**src/rtl/trng_pkg.sv**
```systemverilog
// Shared definitions for the TRNG result path: the controller's command encodings,
// the result width, the entry tag values, the FIFO entry layout and the health test.
package trng_pkg;

   localparam int unsigned MEM_W   = 144;
   localparam int unsigned CHUNK_W = 16;
   localparam int unsigned NCHUNK  = MEM_W / CHUNK_W;

   localparam logic [1:0] CMD_TRNG    = 2'b00;
   localparam logic [1:0] CMD_SET_VAR = 2'b01;
   localparam logic [1:0] CMD_WRITE   = 2'b10;
   localparam logic [1:0] CMD_READ    = 2'b11;

   localparam logic TAG_TRNG = 1'b1;
   localparam logic TAG_READ = 1'b0;

   typedef enum logic {
      ST_IDLE   = 1'b0,
      ST_STREAM = 1'b1
   } ser_state_e;

   typedef struct packed {
      logic             tag;
      logic [MEM_W-1:0] data;
   } entry_t;

   // A TRNG result is rejected when it is stuck at all-0 or all-1, or when any
   // two neighbouring 16-bit chunks repeat.
   function automatic logic health_bad(input logic [MEM_W-1:0] d);
      logic bad;
      bad = (d == '0) || (&d);
      for (int k = 0; k < int'(NCHUNK) - 1; k++) begin
         if (CHUNK_W'(d >> (CHUNK_W * k)) == CHUNK_W'(d >> (CHUNK_W * (k + 1))))
            bad = 1'b1;
      end
      return bad;
   endfunction

endpackage

```
**src/rtl/trng_entry_fifo.sv**
```systemverilog
// DEPTH x entry_t synchronous FIFO with extended-bit pointers.
// Ports: clk, rstn (async active-low), clr (sync flush), push/wdata, pop,
//        rdata (head entry), full, empty, level (stored entries).
// push and pop must already be qualified by the caller (no push when full
// unless popping, no pop when empty).
module trng_entry_fifo
   import trng_pkg::*;
#(
   parameter  int unsigned DEPTH = 4,
   localparam int unsigned LVL_W = $clog2(DEPTH) + 1
) (
   input  logic             clk,
   input  logic             rstn,
   input  logic             clr,
   input  logic             push,
   input  entry_t           wdata,
   input  logic             pop,
   output entry_t           rdata,
   output logic             full,
   output logic             empty,
   output logic [LVL_W-1:0] level
);

   localparam int unsigned AW = $clog2(DEPTH);

   entry_t         mem_q [DEPTH];
   logic [AW:0]    wr_cnt_q, wr_cnt_d;
   logic [AW:0]    rd_cnt_q, rd_cnt_d;

   // Pointer update; the extra MSB distinguishes full from empty.
   always_comb begin
      wr_cnt_d = wr_cnt_q;
      rd_cnt_d = rd_cnt_q;
      if (clr) begin
         wr_cnt_d = '0;
         rd_cnt_d = '0;
      end else begin
         if (push) wr_cnt_d = wr_cnt_q + (AW+1)'(1);
         if (pop)  rd_cnt_d = rd_cnt_q + (AW+1)'(1);
      end
   end

   always_ff @(posedge clk or negedge rstn) begin
      if (!rstn) begin
         wr_cnt_q <= '0;
         rd_cnt_q <= '0;
      end else begin
         wr_cnt_q <= wr_cnt_d;
         rd_cnt_q <= rd_cnt_d;
      end
   end

   // Storage carries no reset; contents are only observed while level != 0.
   always_ff @(posedge clk) begin
      if (push) mem_q[wr_cnt_q[AW-1:0]] <= wdata;
   end

   assign level = wr_cnt_q - rd_cnt_q;
   assign full  = (level == LVL_W'(DEPTH));
   assign empty = (level == '0);
   assign rdata = mem_q[rd_cnt_q[AW-1:0]];

endmodule

```
**src/rtl/trng_result_buffer.sv**
```systemverilog
// Buffers completed READ/TRNG results from the controller and streams each one
// to the host as MEM_W/WORD_W words, LSB word first, over valid/ready.
// Ports: clk, rstn (async active-low); mem_out/done/err/cmd from the controller;
//        clr sync flush; rd_data/rd_valid/rd_ready/rd_last/rd_tag host stream;
//        level stored entries; overflow sticky drop flag; health_fail sticky.
// Build option: define TRNG_HEALTH_EN to reject TRNG results failing the
//        stuck/repeat health test; otherwise health_fail is tied to 0.
module trng_result_buffer
   import trng_pkg::*;
#(
   parameter  int unsigned DEPTH  = 4,
   parameter  int unsigned WORD_W = 16,
   localparam int unsigned LVL_W  = $clog2(DEPTH) + 1
) (
   input  logic              clk,
   input  logic              rstn,
   input  logic [MEM_W-1:0]  mem_out,
   input  logic              done,
   input  logic              err,
   input  logic [1:0]        cmd,
   input  logic              clr,
   output logic [WORD_W-1:0] rd_data,
   output logic              rd_valid,
   input  logic              rd_ready,
   output logic              rd_last,
   output logic              rd_tag,
   output logic [LVL_W-1:0]  level,
   output logic              overflow,
   output logic              health_fail
);

   localparam int unsigned NWORDS = MEM_W / WORD_W;
   localparam int unsigned IDX_W  = (NWORDS > 1) ? $clog2(NWORDS) : 1;
   localparam logic [IDX_W-1:0] IDX_LAST = IDX_W'(NWORDS - 1);

   ser_state_e       state_q, state_d;
   logic [IDX_W-1:0] idx_q, idx_d;
   logic             done_q;
   logic             overflow_q, overflow_d;

   logic             capture, qualify, hbad, push_req, push, xfer, pop;
   logic             fifo_full, fifo_empty;
   entry_t           wr_entry, head;
   logic [WORD_W-1:0] words [NWORDS];

   // Rising edge of done marks one completion, however long done is held.
   assign capture = done & ~done_q;
   assign qualify = capture & ~err & ((cmd == CMD_TRNG) || (cmd == CMD_READ)) & ~clr;

`ifdef TRNG_HEALTH_EN
   logic health_q;

   assign hbad = (cmd == CMD_TRNG) && health_bad(mem_out);

   always_ff @(posedge clk or negedge rstn) begin
      if (!rstn)                 health_q <= 1'b0;
      else if (clr)              health_q <= 1'b0;
      else if (qualify && hbad)  health_q <= 1'b1;
   end

   assign health_fail = health_q;
`else
   assign hbad        = 1'b0;
   assign health_fail = 1'b0;
`endif

   assign push_req = qualify & ~hbad;
   assign xfer     = rd_valid & rd_ready;
   assign pop      = xfer & (idx_q == IDX_LAST) & ~clr;
   // A full FIFO still accepts when its head leaves on the same edge.
   assign push     = push_req & (~fifo_full | pop);

   assign wr_entry.tag  = (cmd == CMD_TRNG) ? TAG_TRNG : TAG_READ;
   assign wr_entry.data = mem_out;

   trng_entry_fifo #(.DEPTH(DEPTH)) u_fifo (
      .clk   (clk),
      .rstn  (rstn),
      .clr   (clr),
      .push  (push),
      .wdata (wr_entry),
      .pop   (pop),
      .rdata (head),
      .full  (fifo_full),
      .empty (fifo_empty),
      .level (level)
   );

   // Serializer next state, word index and overflow flag.
   always_comb begin
      state_d    = state_q;
      idx_d      = idx_q;
      overflow_d = overflow_q;
      if (clr) begin
         state_d    = ST_IDLE;
         idx_d      = '0;
         overflow_d = 1'b0;
      end else begin
         if (push_req && fifo_full && !pop) overflow_d = 1'b1;
         case (state_q)
            ST_IDLE: begin
               if (push) state_d = ST_STREAM;
            end
            ST_STREAM: begin
               if (xfer) idx_d = (idx_q == IDX_LAST) ? '0 : idx_q + IDX_W'(1);
               if (pop && (level == LVL_W'(1)) && !push) state_d = ST_IDLE;
            end
            default: state_d = ST_IDLE;
         endcase
      end
   end

   always_ff @(posedge clk or negedge rstn) begin
      if (!rstn) begin
         state_q    <= ST_IDLE;
         idx_q      <= '0;
         done_q     <= 1'b0;
         overflow_q <= 1'b0;
      end else begin
         state_q    <= state_d;
         idx_q      <= idx_d;
         done_q     <= done;
         overflow_q <= overflow_d;
      end
   end

   for (genvar g = 0; g < int'(NWORDS); g++) begin : g_words
      assign words[g] = head.data[g*WORD_W +: WORD_W];
   end

   assign rd_valid = (state_q == ST_STREAM);
   assign rd_data  = fifo_empty ? '0 : words[idx_q];
   assign rd_tag   = ~fifo_empty & head.tag;
   assign rd_last  = rd_valid & (idx_q == IDX_LAST);
   assign overflow = overflow_q;

endmodule

```
**config.mk**
```make
export PLATFORM = sky130hd
export DESIGN_NAME = trng_result_buffer
export DESIGN_NICKNAME = d
export VERILOG_FILES = /design/src/rtl/trng_pkg.sv /design/src/rtl/trng_entry_fifo.sv /design/src/rtl/trng_result_buffer.sv
export SDC_FILE = /design/constraint.sdc
export NUM_CORES = 1
export LEC_CHECK = 0
export ABC_AREA = 1
export CORE_MARGIN = 2
export CORE_UTILIZATION = 41
export CTS_BUF_LIST = sky130_fd_sc_hd__clkbuf_4 sky130_fd_sc_hd__clkbuf_8 sky130_fd_sc_hd__clkbuf_16
export DETAILED_ROUTE_END_ITERATION = 10
export PLACE_DENSITY = 0.58
export REMOVE_ABC_BUFFERS = 1
export SYNTH_ARGS = -nofsm -noshare
export SYNTH_HDL_FRONTEND = slang
export SYNTH_SLANG_ARGS = --single-unit
```
**constraint.sdc**
```tcl
create_clock -name clk -period 11.8 [get_ports clk]
set_input_delay 1.18 -clock clk [delete_from_list [all_inputs] [get_ports clk]]
set_output_delay 1.18 -clock clk [all_outputs]
set_load 0.03 [all_outputs]
```
### Word level (Yosys, flattened, before mapping)

Memories as Yosys holds them, arrays and structs flattened.
Cells that the tools add are included.

| storage, ports and cells | value |
|---|---|
| register bits | 13 |
| RAM bits | 580 |
| bits of input ports | 152 |
| logic and storage cells | 69 |
| memories kept | 1 |

Memories:

| name | depth | bits a word | rd ports | clocked after memory_dff | write ports | RTL line | RTL |
|---|---|---|---|---|---|---|---|
| u_fifo.mem_q | 4 | 145 | 1 | 0 | 1 | trng_entry_fifo.sv:26 | `entry_t mem_q [DEPTH];` |

| cells by class | value |
|---|---|
| add/sub/neg operators | 4 |
| magnitude comparators | 1 |
| equal/unequal tests | 4 |
| multiplexer cells | 20 |
| bitwise gates (word level) | 18 |
| reduce and logical (&&, ||, !) cells | 15 |

Operators by type and width:

| kind | number |
|---|---|
| 16-bit binary-select mux with 4-bit select | 1 |
| 16-bit two-way mux | 3 |
| 4-bit two-way mux | 4 |
| 3-bit two-way mux | 4 |
| 1-bit AND | 10 |
| 2-bit nonzero test | 5 |
| 1-bit two-way mux | 7 |
| 3-bit by 1-bit adder with 3-bit output (second input constant) | 2 |
| 1-bit inverter | 6 |
| 5-bit >= comparator (second input constant) | 1 |
| 4-bit inverter with 5-bit output | 1 |
| 4-bit by 1-bit adder with 4-bit output (second input constant) | 1 |
| 4-bit == test (second input constant) | 1 |
| 1-bit logical AND | 4 |
| 3-bit by 1-bit == test with 1-bit output (second input constant) | 1 |
| 3-bit == test (second input constant) | 1 |
| 3-bit zero test | 1 |
| 3-bit subtractor | 1 |
| 2-bit == test (second input constant) | 1 |
| 1-bit zero test | 2 |
| 2-bit zero test | 1 |
| 1-bit case mux with 2 select lines | 1 |
| 2-bit AND reduction | 1 |
| 1-bit logical OR | 1 |
| 1-bit OR | 1 |

### Logic depth before layout (Yosys ltp)

| logic depth | value |
|---|---|
| depth in word-level cells | 11 |
| gate-level depth with buffers | 12 |
| mapped depth without buffers | 10 |

### Modules after synthesis

From an unflattened synthesis, not the netlist that was laid out.

| unflattened totals | value |
|---|---|
| cell total of the unflattened synthesis | 2,219 |
| area, all modules | 25,684.6 µm² |

By module, submodules not included:

| module | instances | cells an instance | area each (µm²) | sequential area each (µm²) |
|---|---|---|---|---|
| trng_entry_fifo | 1 | 1,752 | 23,513.8 | 17,566.8 |
| trng_result_buffer | 1 | 467 | 2,170.8 | 175.2 |

### Worst setup path before layout

Ideal clock, no wire load.

| path | value |
|---|---|
| path kind | input port to flip-flop |
| start point | input cmd[0] |
| end point | memory u_fifo.mem_q[0][0] in the netlist's numbering (enable) |
| data arrival time | 8,133 ps |
| required time | 11,148 ps |
| path slack | 3,015 ps |
| stages | 5 |
| path buffers | 0 |
| path through | inv_1 > ha_1 > nor4_1 > nand2_4 > nor2_1 |

| between the ends | value |
|---|---|
| word-level cells in the longest chain between the ends | 7 |
| elaborated cells on any way between the ends | 8 |
| those cells by class | eq/ne: 1; mux: 2; bitwise: 3; reduce/logical: 2 |

Ends and longest elaborated chain:

| what | RTL line | RTL |
|---|---|---|
| start: declaration | trng_result_buffer.sv:20 | `input logic [1:0] cmd,` |
| 2-bit == test or 2-bit zero test (tied branches) | trng_result_buffer.sv:48 | `assign qualify = capture & ~err & ((cmd == CMD_TRNG) \|\| (cmd == CMD_READ)) & ~clr;` |
| 1-bit logical OR (*) | trng_result_buffer.sv:48 |  |
| 1-bit AND (*) (2 in series) | trng_result_buffer.sv:48 |  |
| 1-bit AND (*) | trng_result_buffer.sv:71 | `assign push = push_req & (~fifo_full \| pop);` |
| 1-bit two-way mux (*) | trng_entry_fifo.sv:55 | `if (push) mem_q[wr_cnt_q[AW-1:0]] <= wdata;` |
| 1-bit two-way mux (implied by the code) (*) | trng_entry_fifo.sv:55 |  |
| end: declaration | trng_entry_fifo.sv:26 |  |

Mark *: on every way between the ends. The rest lies on a longest branch, timed or not.

### Final worst setup path

| path | value |
|---|---|
| start point | register u_fifo.rd_cnt_q[0] |
| end point | output rd_data[14] |

| between the ends | value |
|---|---|
| word-level cells in the longest chain between the ends | 5 |
| elaborated cells on any way between the ends | 7 |
| those cells by class | add/sub: 1; mux: 4; reduce/logical: 1; memory: 1 |

Ends and longest elaborated chain:

| what | RTL line | RTL |
|---|---|---|
| start: declaration | trng_entry_fifo.sv:28 | `logic [AW:0] rd_cnt_q, rd_cnt_d;` |
| start signal: assignment | trng_entry_fifo.sv:49 | `rd_cnt_q <= rd_cnt_d;` |
| memory 4 x 145 bit | - |  |
| 16-bit binary-select mux with 4-bit select | trng_result_buffer.sv:132 | `assign rd_data = fifo_empty ? '0 : words[idx_q];` |
| 16-bit two-way mux (implied by the code) (2 in series) | trng_result_buffer.sv:132 |  |
| 16-bit two-way mux (*) | trng_result_buffer.sv:132 |  |
| end: declaration | trng_result_buffer.sv:22 | `output logic [WORD_W-1:0] rd_data,` |

Mark *: on every way between the ends. The rest lies on a longest branch, timed or not. The select of a mux whose other input is x is not followed.

==> run metrics <==
flops & latches, synth=593; syn_area_per_cell=11.05 µm²; routed len/inst=19.49 µm; family with the most delay on the worst path=buffers and inverters; Critical Path RT=10620 ps; H-tree depth=3; Area after DPL=27300 µm²; status=complete, no violations; largest family of logic cells by synthesized area=simple AND/OR/NAND/NOR gates; YS warnings=0; share of the synthesized area in the top cell type=0.6991; sw frac=0.1926; Max Clock Freq=164.8 MHz; # DRC=0; r2r startpoint=idx_q[0]; synth-to-layout area growth=18.05%; power share of the combinational group=0.026; total area of sequential cells=17750 µm²; routed wire length=62820 µm; Die H=250.5 µm; # Max-Cap Violations=0; final slew viol count=0; slowest stage delay, CP=890 ps; leakage power=11.16 nW; final worst-path cycle share=0.5143; Synth Cell Area=24910 µm²; Post-CTS Hold Fix Bufs=0; EDFF count, synth=580; sequential fraction of the synthesis area=0.7122; leading area contributor after synthesis=edfxtp_1; postcts setup bufs=0; Power Dens Cells=151.0 nW/µm²; Critical path buffers and inverters=3; simple-gate share of the synthesized area=0.1921; most common cell after layout, fill and taps aside=nand2_1; Worst IR Drop VDD=0.0001027 V; Clock Latency Late Sink=590 ps; Post-Synth Adder-Cell Area=0.005324; First-pass DRT Iterations=8; reg2reg end=u_fifo.mem_q[0][36]; min Tclk post-route=6069 ps; global-route wire length before repair=95500 µm; CP Capture Type=output pin; IO buf count=174; Gate Count Post-Synth=2254; total die area=62750 µm²; worst slew pin tran=1137 ps; All-Layer GR Usage=0.2013; GP Congestion=0.7517; post_cts resized=0; startpoint class of the critical path=flop; CTS clk-pin slew, worst paths=60 ps; Crit Path Max Fanout=187; net switching power=0.8553 mW; R2R setup slack=6890 ps; CP Depth=11; area occupied by multi-input gates=5733 µm²; final hold vios=0; initial antenna violation count=6; number of global-route vias before repair=16110; CTS tree=built; clk buf depth=3; Detailed Place HPWL=32930 µm; Min-Delay Path Depth=2; Hold Path Origin=overflow; crit path kind=flop to output pin; mux contribution to synthesized area=0; largest net degree at the start of global routing=188; Layout Skew=20.79 ps; Primary FF master, synth=edfxtp_1; Synth Area in Compound Gates=0.02843; initial core utilization=0.4135; non-filler cells, final=3224; Final Cell Area=29410 µm²; NumNets Final=2560; count of final setup violators=0; Critical Path, Cell by Cell=inv_8, buf_4, nand2_1, nand3_1, nand3_1, nand2_1, nor2_1, nand2_1, nand3_1, a21oi_2, clkdlybuf4s50_1; Row Count=90; Filler Cell Count=5367; Sink Count=593; post-layout util=0.4882; part of the power in the clock network=0.451; Worst R2R Path Depth=11; Endpoint, Worst Hold=overflow; Final ANT Viol Nets=0; drt initial violations=1273; fraction of layout cells with a size suffix above 1=0.06270; DR vias=16410; total gr overflow=0; total power=4.441 mW; most frequent cells in the layout=nand2_1 (702), edfxtp_1 (580), nand3_1 (311); root buffer cell=clkbuf_16; Slew HR=0.2423; RSZ-0062 raised after global routing=false; Die X=250.5 µm; P_int=3.585 mW; Synth Area in XOR/XNOR=0.002361; sequential share of power=0.523; async set-or-reset flop fraction in the synthesized netlist=0.02192; Placed Cells=3112; top cells by area, synth=edfxtp_1 (70%), nand2_1 (11%), nand3_1 (6.2%); Critical Path Slowest Stage Cell=inv_8; Cell variety after synth=32; Min-Delay Path Class=flop to flop; CORE AREA=60250 µm²; CTS Buf Count=66; CP Data Arrival Time=4890 ps; DR vias/cell=5.091; WHS=496.2 ps; I/O pin total=176
[metrics by stage]
step | worst slack [ps] | setup TNS, ps
2_1_floorplan | -1162 | -673700
3_3_place_gp | 6268 | 0
3_5_place_dp | 6270 | 0
4_1_cts | 5621 | 0
5_1_grt | 5379 | 0
6_report | 5731 | 0
[routing by layer]
layer,vias to the layer above,part of all wire,GRT usage
li1,7829,-,-
met1,7983,0.42,0.2605
met2,474,0.49,0.3408
met3,120,0.057,0.03762
met4,8,0.029,0.06946
met5,-,0.00091,0
[kinds of logic after synthesis]
| kind of cell | Yosys count |
|---|---|
| adder cells (fa/ha/maj) | 10 |
| other | 1 |
| AO/OA/AOI/OAI | 129 |
| XOR/XNOR | 5 |
| AND/OR/NAND/NOR | 1161 |
| flip-flops | 593 |
| buffers and inverters | 355 |
[worst max-delay path by stage]
stage	slack, ps	startpoint	endpoint
floorplan	-1160	u_fifo.rd_cnt_q[0]	u_fifo.mem_q[0][0]
global placement	6270	u_fifo.rd_cnt_q[0]	rd_data[14]
detailed placement	6270	u_fifo.rd_cnt_q[0]	rd_data[14]
CTS	5620	u_fifo.rd_cnt_q[0]	rd_data[14]
global route	5380	u_fifo.rd_cnt_q[0]	rd_data[14]
finish	5730	u_fifo.rd_cnt_q[0]	rd_data[14]
[power groups by stage]
stage	combinational, mW	sequential, mW	clock (mW)
2_1_floorplan	0.0243	2.37	0
3_5_place_dp	0.118	2.37	0
6_report	0.117	2.32	2.00
3_3_place_gp	0.115	2.37	0
4_1_cts	0.119	2.32	2.05
5_1_grt	0.126	2.32	2.12
[worst reg2reg max path: stages (launching register included)]
cell and delay, ps:
dfrtp_2 820, inv_2 240, buf_4 590, ha_1 260
nand3_1 200, nor2_1 190, nand2_1 160, nand3_2 140
nand2_4 130, nor2_4 140, buf_4 750, buf_4 860
[state kept, by name (all words and copies together), names as in the netlist]
register	flops
u_fifo.rd_cnt_q	3
done_q	1
u_fifo.wr_cnt_q	3
rd_valid	1
idx_q	4
u_fifo.mem_q	580
overflow	1
[layout make-up]
class,instances,share of cell area
inverter,235,0.03042
tap,782,0.03327
antenna,2,0.0001702
sequential,593,0.6036
multi-input combinational,1306,0.1949
timing repair buffer,196,0.06611
clock inverter,27,0.008764
clock buffer,83,0.06271
[cells in the mapped netlist (4+ instances only)]
cell type	n
nand2_1	703
edfxtp_1	580
nand3_1	311
inv_1	229
nor2_1	139
o21ai_0	58
buf_2	51
a21oi_1	41
clkbuf_1	38
o22ai_1	17
buf_4	15
dfrtp_1	13
buf_1	12
a21oi_2	10
ha_1	9
buf_6	4
Power figures use the tool's default switching activity.
